### src/rtl/multiplicador_pkg.sv
// Shared definitions for the sequential shift-add multiplier: FSM encoding
// and default operand width.
package multiplicador_pkg;

    localparam int unsigned LARGURA_PADRAO = 32;

    typedef enum logic [1:0] {
        OCIOSO  = 2'b00,
        CALCULA = 2'b01,
        PRONTO  = 2'b10
    } estado_t;

endpackage

### src/rtl/somador_parcial.sv
// LARGURA-bit adder with carry out, used for the partial-product add of
// each shift-add step.
module somador_parcial #(
    parameter int LARGURA = 32
) (
    input  logic [LARGURA-1:0] a_i,
    input  logic [LARGURA-1:0] b_i,
    output logic [LARGURA-1:0] soma_o,
    output logic               carry_o
);

    assign {carry_o, soma_o} = {1'b0, a_i} + {1'b0, b_i};

endmodule

### src/rtl/multiplicador_sequencial.sv
// Unsigned sequential multiplier: one shift-add step per clock, fixed
// latency of LARGURA cycles from an accepted start to the pronto pulse.
module multiplicador_sequencial
    import multiplicador_pkg::*;
#(
    parameter int LARGURA = LARGURA_PADRAO
) (
    input  logic                 clock,
    input  logic                 reset,
    input  logic                 iniciar,
    input  logic [LARGURA-1:0]   multiplicando,
    input  logic [LARGURA-1:0]   multiplicador,
    output logic [2*LARGURA-1:0] produto,
    output logic                 ocupado,
    output logic                 pronto
);

    localparam int CW = $clog2(LARGURA + 1);

    estado_t              estado_q, estado_d;
    logic [CW-1:0]        cont_q, cont_d;
    logic [LARGURA-1:0]   mcand_q, mcand_d;
    logic [2*LARGURA-1:0] acc_q, acc_d;
    logic [2*LARGURA-1:0] produto_q, produto_d;

    logic [LARGURA-1:0]   parcela;
    logic [LARGURA-1:0]   soma;
    logic                 carry;
    logic [2*LARGURA-1:0] passo;

    // Upper half accumulates partial sums; lower half holds the multiplier,
    // consumed one bit per step as the whole register shifts right.
    assign parcela = acc_q[0] ? mcand_q : '0;

    somador_parcial #(
        .LARGURA(LARGURA)
    ) u_somador (
        .a_i    (acc_q[2*LARGURA-1:LARGURA]),
        .b_i    (parcela),
        .soma_o (soma),
        .carry_o(carry)
    );

    assign passo = {carry, soma, acc_q[LARGURA-1:1]};

    always_comb begin
        estado_d  = estado_q;
        cont_d    = cont_q;
        mcand_d   = mcand_q;
        acc_d     = acc_q;
        produto_d = produto_q;
        case (estado_q)
            OCIOSO, PRONTO: begin
                if (iniciar) begin
                    mcand_d  = multiplicando;
                    acc_d    = {{LARGURA{1'b0}}, multiplicador};
                    cont_d   = CW'(LARGURA);
                    estado_d = CALCULA;
                end else begin
                    estado_d = OCIOSO;
                end
            end
            CALCULA: begin
                acc_d  = passo;
                cont_d = cont_q - CW'(1);
                if (cont_q == CW'(1)) begin
                    produto_d = passo;
                    estado_d  = PRONTO;
                end
            end
            default: estado_d = OCIOSO;
        endcase
    end

    always_ff @(posedge clock or negedge reset) begin
        if (!reset) begin
            estado_q  <= OCIOSO;
            cont_q    <= '0;
            mcand_q   <= '0;
            acc_q     <= '0;
            produto_q <= '0;
        end else begin
            estado_q  <= estado_d;
            cont_q    <= cont_d;
            mcand_q   <= mcand_d;
            acc_q     <= acc_d;
            produto_q <= produto_d;
        end
    end

    assign produto = produto_q;
    assign ocupado = (estado_q == CALCULA);
    assign pronto  = (estado_q == PRONTO);

endmodule

### config.mk
export PLATFORM = sky130hd
export DESIGN_NAME = multiplicador_sequencial
export DESIGN_NICKNAME = d
export VERILOG_FILES = /design/src/rtl/multiplicador_pkg.sv /design/src/rtl/somador_parcial.sv /design/src/rtl/multiplicador_sequencial.sv
export SDC_FILE = /design/constraint.sdc
export NUM_CORES = 1
export LEC_CHECK = 0
export ABC_AREA = 1
export CAP_MARGIN = 20
export CORE_AREA = 8 8 171 173
export DETAILED_ROUTE_END_ITERATION = 6
export DIE_AREA = 0 0 179 181
export PLACE_DENSITY = 0.51
export SETUP_SLACK_MARGIN = 0.05
export SLEW_MARGIN = 10
export SYNTH_ARGS = -nofsm -noshare
export SYNTH_HDL_FRONTEND = slang
export SYNTH_SLANG_ARGS = --single-unit
export TNS_END_PERCENT = 20
### constraint.sdc
create_clock -name clock -period 4 [get_ports clock]
set_input_delay 0.8 -clock clock [delete_from_list [all_inputs] [get_ports clock]]
set_output_delay 0.8 -clock clock [all_outputs]
set_load 0.02 [all_outputs]
==> results.md, run 1 <==
* Status: completed
* # setup viols final at 0
* Synth Cell Area at 9120 um2
* Relative slew slack at 37.5%
* Commonest non-fill, non-tap cells in the layout: nand2_1, inv_1, dfrtp_1
* Static Leakage at 6.10 nW
* P per Cell Area at 797 nW/um2
* FMAX at 0.360 GHz
* Syn avg cell area at 7.39 um2
* Area of the multi-input gates at 4030 um2
* Setup TNS at 0 ns
* Worst-skew pair later-pin latency at 0.45 ns
* Drt first-iter violations at 448
* Minimum clock period at 2.77 ns
* Max Cap Violations at 0
* Grt total ovfl at 0
* Fill count at 2747
* Largest net degree at the start of global routing at 83
* Root cell of the clock tree: clkbuf_16
* Starting Density at 34.4%
* Number of flops mapped to enable cells by yosys at 0
* Share of cells above drive strength 1 at 5.11%
* Number of vias in the routed layout at 7918
* DR vias/cell at 4.63
* Inst Count DP at 1679
* Slew of the pin with the lowest slew margin at 0.935 ns
* CP Class: register to output pin
* Synth-to-layout area growth at 25.3%
* Clock Sinks at 168
* Diodes inserted at 0
* Worst-path fanout max at 11
* Worst-path clk slew at 0.08 ns
* GP Congestion at 0.919
* Post-Layout Cell Count at 1711
* Row count at 60
* Buffer depth of the longest clock path at 2
* First-pass GRT wire length at 44700 um
* Slowest stage cell on the critical path: clkdlybuf4s50_1
* Ports at 133
* Critical Path AT at 1.97 ns
* Asr flop ratio synth at 100%
* Cell Chain, Critical Path: nor2_4 > clkdlybuf4s50_1
* Post-CTS Repair Setup Buffers at 0
* HP Class: input pin to async pin
* Seq/Total Area, Yosys at 46.1%
* Nets at 1459
* Syn Inst Count at 1235
* Worst Reg2Reg Path Length in Cells at 13
* Post-synthesis net count at 1337
* Initial antenna violation count at 2
* Unrepaired setup endpoints after global routing: false
* WL/cell at 15.7 um
* Remaining DRCs at 0
* Port Buf Inserts at 132
* Die area at 32400 um2
* Critical Path End Type: output pin
* Register Area at 4200 um2
* Die height at 181 um
* H-tree levels at 4
* Die width at 179 um
* Cts bufs inserted at 17
* Final wirelength at 26800 um
* Critical path required time at 3.20 ns
* Slowest stage delay, CP at 0.72 ns
* CP Launch Type: register
* Final period util at 69.4%
* Worst VDD drop at 329 uV
* Dpl hpwl at 19400 um
* Setup Skew at 0.0183 ns
* Final hold violations at 0
* Total GRT Usage at 17.3%
* Post-CTS Resized at 0
* Vias in the first global route at 8228
* Top FF cell, synth: dfrtp_1
* DRT antenna net count at 0
* Core ar. at 26500 um2
* CTS tree: yes
* Synth warnings at 0
* Hold_buf cts at 0
* Drt pass-1 iters at 5
* Slew Limit Fails at 0
* Commonest non-fill, non-tap cell in the layout: nand2_1
* Netlist cell types at 34
* Yosys reg bits at 168
## cell type report
cell class,instances,area share [%]
inverters,186,6.11
well taps,341,3.73
multi-input cells,841,35.2
flip-flops and latches,168,36.8
clock buffers,17,3.72
clock inverters,15,1.95
repair buffers,143,12.5
## cell usage after synthesis (2+ instances only)
cell / count / area (um2)
xnor2_1: 11 / 96.3
nand3_2: 2 / 20.0
inv_1: 183 / 687
o22ai_1: 2 / 12.5
buf_4: 6 / 45.0
nand3_1: 62 / 310
xor2_1: 3 / 26.3
o221ai_1: 31 / 272
nand2_2: 11 / 68.8
o21bai_1: 3 / 22.5
nand3b_1: 5 / 37.5
clkbuf_1: 13 / 48.8
o21ai_1: 4 / 20.0
ha_1: 34 / 425
dfrtp_1: 168 / 4200
and2_2: 2 / 15.0
nor2_1: 49 / 184
nor2_2: 4 / 25.0
inv_2: 3 / 11.3
buf_2: 20 / 100
nor3_1: 5 / 25.0
nand2_1: 521 / 1960
a21oi_1: 25 / 125
o21ai_0: 56 / 280
nand4_1: 3 / 18.8
## worst paths after layout
check | startpoint | endpoint | slack, ns
worst max-delay path | estado_q[1] | ocupado | 1.23
max in group asynchronous | reset | mcand_q[8] | 2.72
min in group clock | mcand_q[13] | mcand_q[13] | 0.48
worst max register to register | acc_q[0] | produto[57] | 1.24
worst min-delay path | reset | acc_q[52] | 0.40
worst min register to register | mcand_q[13] | mcand_q[13] | 0.48
## flip-flops by register name, summed over array words and instances, names as in the netlist
name,count
acc_q,64
estado_q,2
mcand_q,32
produto,64
cont_q,6
## worst max-delay path: cells and delay by family, from the launching register on
kind	cells	cell delay, ns
flip-flops	1	0.41
buffers and inverters	1	0.72
AND/OR/NAND/NOR	1	0.40
## where the power goes
part | internal [mW] | switching [mW]
clock network | 0.883 | 0.917
logic | 1.65 | 2.84
registers | 2.42 | 0.406
## through the flow
step	worst slack, ns	power, mW	hold WS (ns)	instance area, um2	util, %
after floorplan	1.67	5.88	0.449	9120	-
after global placement	1.29	7.35	0.465	10800	40.7
after detailed placement	1.26	7.38	0.468	10800	40.7
after CTS	1.19	9.22	0.453	11400	43.1
after global routing	0.972	9.95	0.457	11400	43.1
final	1.23	9.11	0.402	11400	43.1
## kinds of logic after synthesis
logic type / synth area share, %
and+or+nand+nor: 29.6
buffers and inverters: 9.86
DFF: 46.1
AOI/OAI and AO/OA: 8.26
adders and majority gates: 4.88
xor gates and xnor gates: 1.34
## per-layer routing
layer	track usage, %	routed length (um)
met4	3.54	212
met3	4.94	1720
met1	23.7	13100
met5	0	23
met2	26.6	11800
No activity file was read; power rests on OpenSTA's default activity.
==> run 2, diff against run 1 <==
--- a/config.mk
+++ b/config.mk
@@ -10,7 +10,7 @@
 export CORE_AREA = 8 8 171 173
 export DETAILED_ROUTE_END_ITERATION = 6
 export DIE_AREA = 0 0 179 181
-export PLACE_DENSITY = 0.51
+export PLACE_DENSITY = 0.53
 export SETUP_SLACK_MARGIN = 0.05
 export SLEW_MARGIN = 10
 export SYNTH_ARGS = -nofsm -noshare
==> constraint.sdc (replaced) <==
create_clock -name clock -period 2.3 [get_ports clock]
set_input_delay 0.46 -clock clock [delete_from_list [all_inputs] [get_ports clock]]
set_output_delay 0.46 -clock clock [all_outputs]
set_load 0.02 [all_outputs]
==> run 2 against run 1 <==
  * Final cell count grew 2.2%
  * Worst hold slack gained 0.078 ns
  * Sequential power grew 76%
  * Critical path depth grew 12
  * Combinational power grew 110%
  * Total power grew 91%
  * Highest routed layer unchanged
  * Via count grew 3.0%
  * Largest power group unchanged
  * Die area is the same
  * Final area grew 7.7%
  * Setup slack lost 1.1 ns
  * Largest cell class is now multi-input combinational cells
==> results.md, run 2 (synthesized netlist as in run 1, its figures left out) <==
* Status: completed
* Critical path required time at 2.63 ns
* Core ar. at 26500 um2
* Grt total ovfl at 0
* R2R setup slack at 0.16 ns
* Critical Path AT at 2.47 ns
* Worst-skew pair later-pin latency at 0.44 ns
* Die width at 179 um
* Setup Skew at 0.0125 ns
* DR vias/cell at 4.66
* Drt pass-1 iters at 4
* CP Launch Type: register
* Diodes inserted at 0
* Port Buf Inserts at 132
* Ports at 133
* Slew of the pin with the lowest slew margin at 0.757 ns
* FMAX at 0.467 GHz
* Static Leakage at 6.33 nW
* Final hold violations at 0
* Share of cells above drive strength 1 at 14.4%
* Root cell of the clock tree: clkbuf_16
* Worst Reg2Reg Path Length in Cells at 14
* CTS tree: yes
* # setup viols final at 0
* Commonest non-fill, non-tap cell in the layout: nand2_1
* R2r startpoint: acc_q[0]
* Row count at 60
* Remaining DRCs at 0
* Post-route cell area at 12300 um2
* Post-Layout Cell Count at 1749
* Die area at 32400 um2
* H-tree levels at 4
* DRT antenna net count at 0
* Unrepaired setup endpoints after global routing: true
* Buffer depth of the longest clock path at 2
* Cts bufs inserted at 17
* Synth-to-layout area growth at 34.9%
* Starting Density at 34.4%
* Max Cap Violations at 0
* CP startpoint: acc_q[0]
* Drt first-iter violations at 329
* Die height at 181 um
* Relative slew slack at 49.5%
* HP Class: register to register
* WL/cell at 15.4 um
* Worst-path fanout max at 19
* Nets at 1497
* Minimum clock period at 2.14 ns
* R2R Path End: produto[55]
* First-pass GRT wire length at 43200 um
* Slew Limit Fails at 0
* P per Cell Area at 1410 nW/um2
* Fill count at 2693
* Final wirelength at 26900 um
* Worst-path clk slew at 0.08 ns
* Clock Sinks at 168
* CP Class: register to register
* Post-DP Area at 11100 um2
* Commonest non-fill, non-tap cells in the layout: nand2_1, inv_1, dfrtp_1
* Inst Count DP at 1714
* Final period util at 93.2%
* Largest net degree at the start of global routing at 62
* Dpl hpwl at 19400 um
* Critical Path End Type: register
* GP Congestion at 0.892
* Total GRT Usage at 16.7%
* Initial antenna violation count at 1
* Vias in the first global route at 8341
* Number of vias in the routed layout at 8158
* Worst VDD drop at 912 uV
* CP Capture Point: produto[55]
## run 2: cell count changes in the layout (fill, tap and decap cells not counted), moves of 17 or more
cell     change
ha_1        -25
buf_4       +33
nor2_1      -17
ha_4        +24
nand2_1     -23
nand2_2     +21
## run 2: metal layers
metal | vias to the layer above | GRT usage (%) | share of wire, % | wire [um]
li1 | 4152 | - | - | -
met1 | 3808 | 21.9 | 46 | 12500
met2 | 170 | 25.9 | 45 | 12200
met3 | 26 | 5.25 | 6.5 | 1760
met4 | 2 | 4.63 | 1.5 | 408
met5 | - | 0 | 0.048 | 13
## run 2: cell type report
class / instances / area (um2) / area share, %
Clock inverter: 15 / 190 / 1.55
Inverter: 186 / 698 / 5.67
Clock buffer: 17 / 425 / 3.46
Sequential cell: 168 / 4210 / 34.2
Multi-Input combinational cell: 841 / 4600 / 37.4
Timing Repair Buffer: 181 / 1760 / 14.3
Tap cell: 341 / 427 / 3.47
## run 2: worst min-delay path by stage
stage / from / endpoint / slack, ns / cells past startpoint
3_3_place_gp: reset / produto[52] / 0.46 / 1
2_1_floorplan: reset / acc_q[0] / 0.16 / 0
3_5_place_dp: reset / produto[51] / 0.46 / 1
4_1_cts: mcand_q[13] / mcand_q[13] / 0.48 / 2
6_report: mcand_q[13] / mcand_q[13] / 0.48 / 2
5_1_grt: mcand_q[26] / mcand_q[26] / 0.50 / 2
## run 2: timing repair
| item | 4_1_cts | 5_1_grt |
|---|---|---|
| setup endpoints to repair | 21 | 50 |
| pin swaps | 0 | 11 |
| endpoints found under the hold margin | 33 | 0 |
| hold buffers | 1 | 0 |
| setup buffers | 0 | 2 |
| resized for setup | 4 | 114 |
## run 2: stage by stage
step                      setup TNS (ns)  util, %  power, mW  hold slack [ns]  setup WS (ns)
after floorplan                        0        -       10.2            0.164         0.0624
after global placement                 0     41.8       13.2            0.455         0.0147
after detailed placement         -0.0149     41.8       13.3            0.461       -0.00960
after CTS                              0     44.2       16.4            0.485         0.0183
after global routing           -0.000962     46.4       18.8            0.504      -0.000962
final                                  0     46.4       17.4            0.481          0.157
## run 2: power breakdown
group          internal [mW]  switching [mW]
combinational           3.91            5.50
clock                   1.49            1.48
sequential              4.21           0.777
total                   9.61            7.76
## run 2: worst max-delay path, stage by stage, from the launching register on
cell	delay (ns)
dfrtp_2	0.44
buf_12	0.17
nand2_1	0.06
inv_1	0.06
ha_4	0.29
nand2_2	0.08
nor2_2	0.16
buf_4	0.14
inv_1	0.03
o21bai_1	0.19
nand2_1	0.13
nand3_1	0.09
nand2_1	0.06
nand3_1	0.08
nand2_1	0.05
==> run 3, diff against run 2 <==
--- a/config.mk
+++ b/config.mk
@@ -8,6 +8,7 @@
 export ABC_AREA = 1
 export CAP_MARGIN = 20
 export CORE_AREA = 8 8 171 173
+export CTS_CLUSTER_SIZE = 20
 export DETAILED_ROUTE_END_ITERATION = 6
 export DIE_AREA = 0 0 179 181
 export PLACE_DENSITY = 0.53
==> results of run 3 <==
The final DEF is identical to that of run 2; final timing and power are the same.
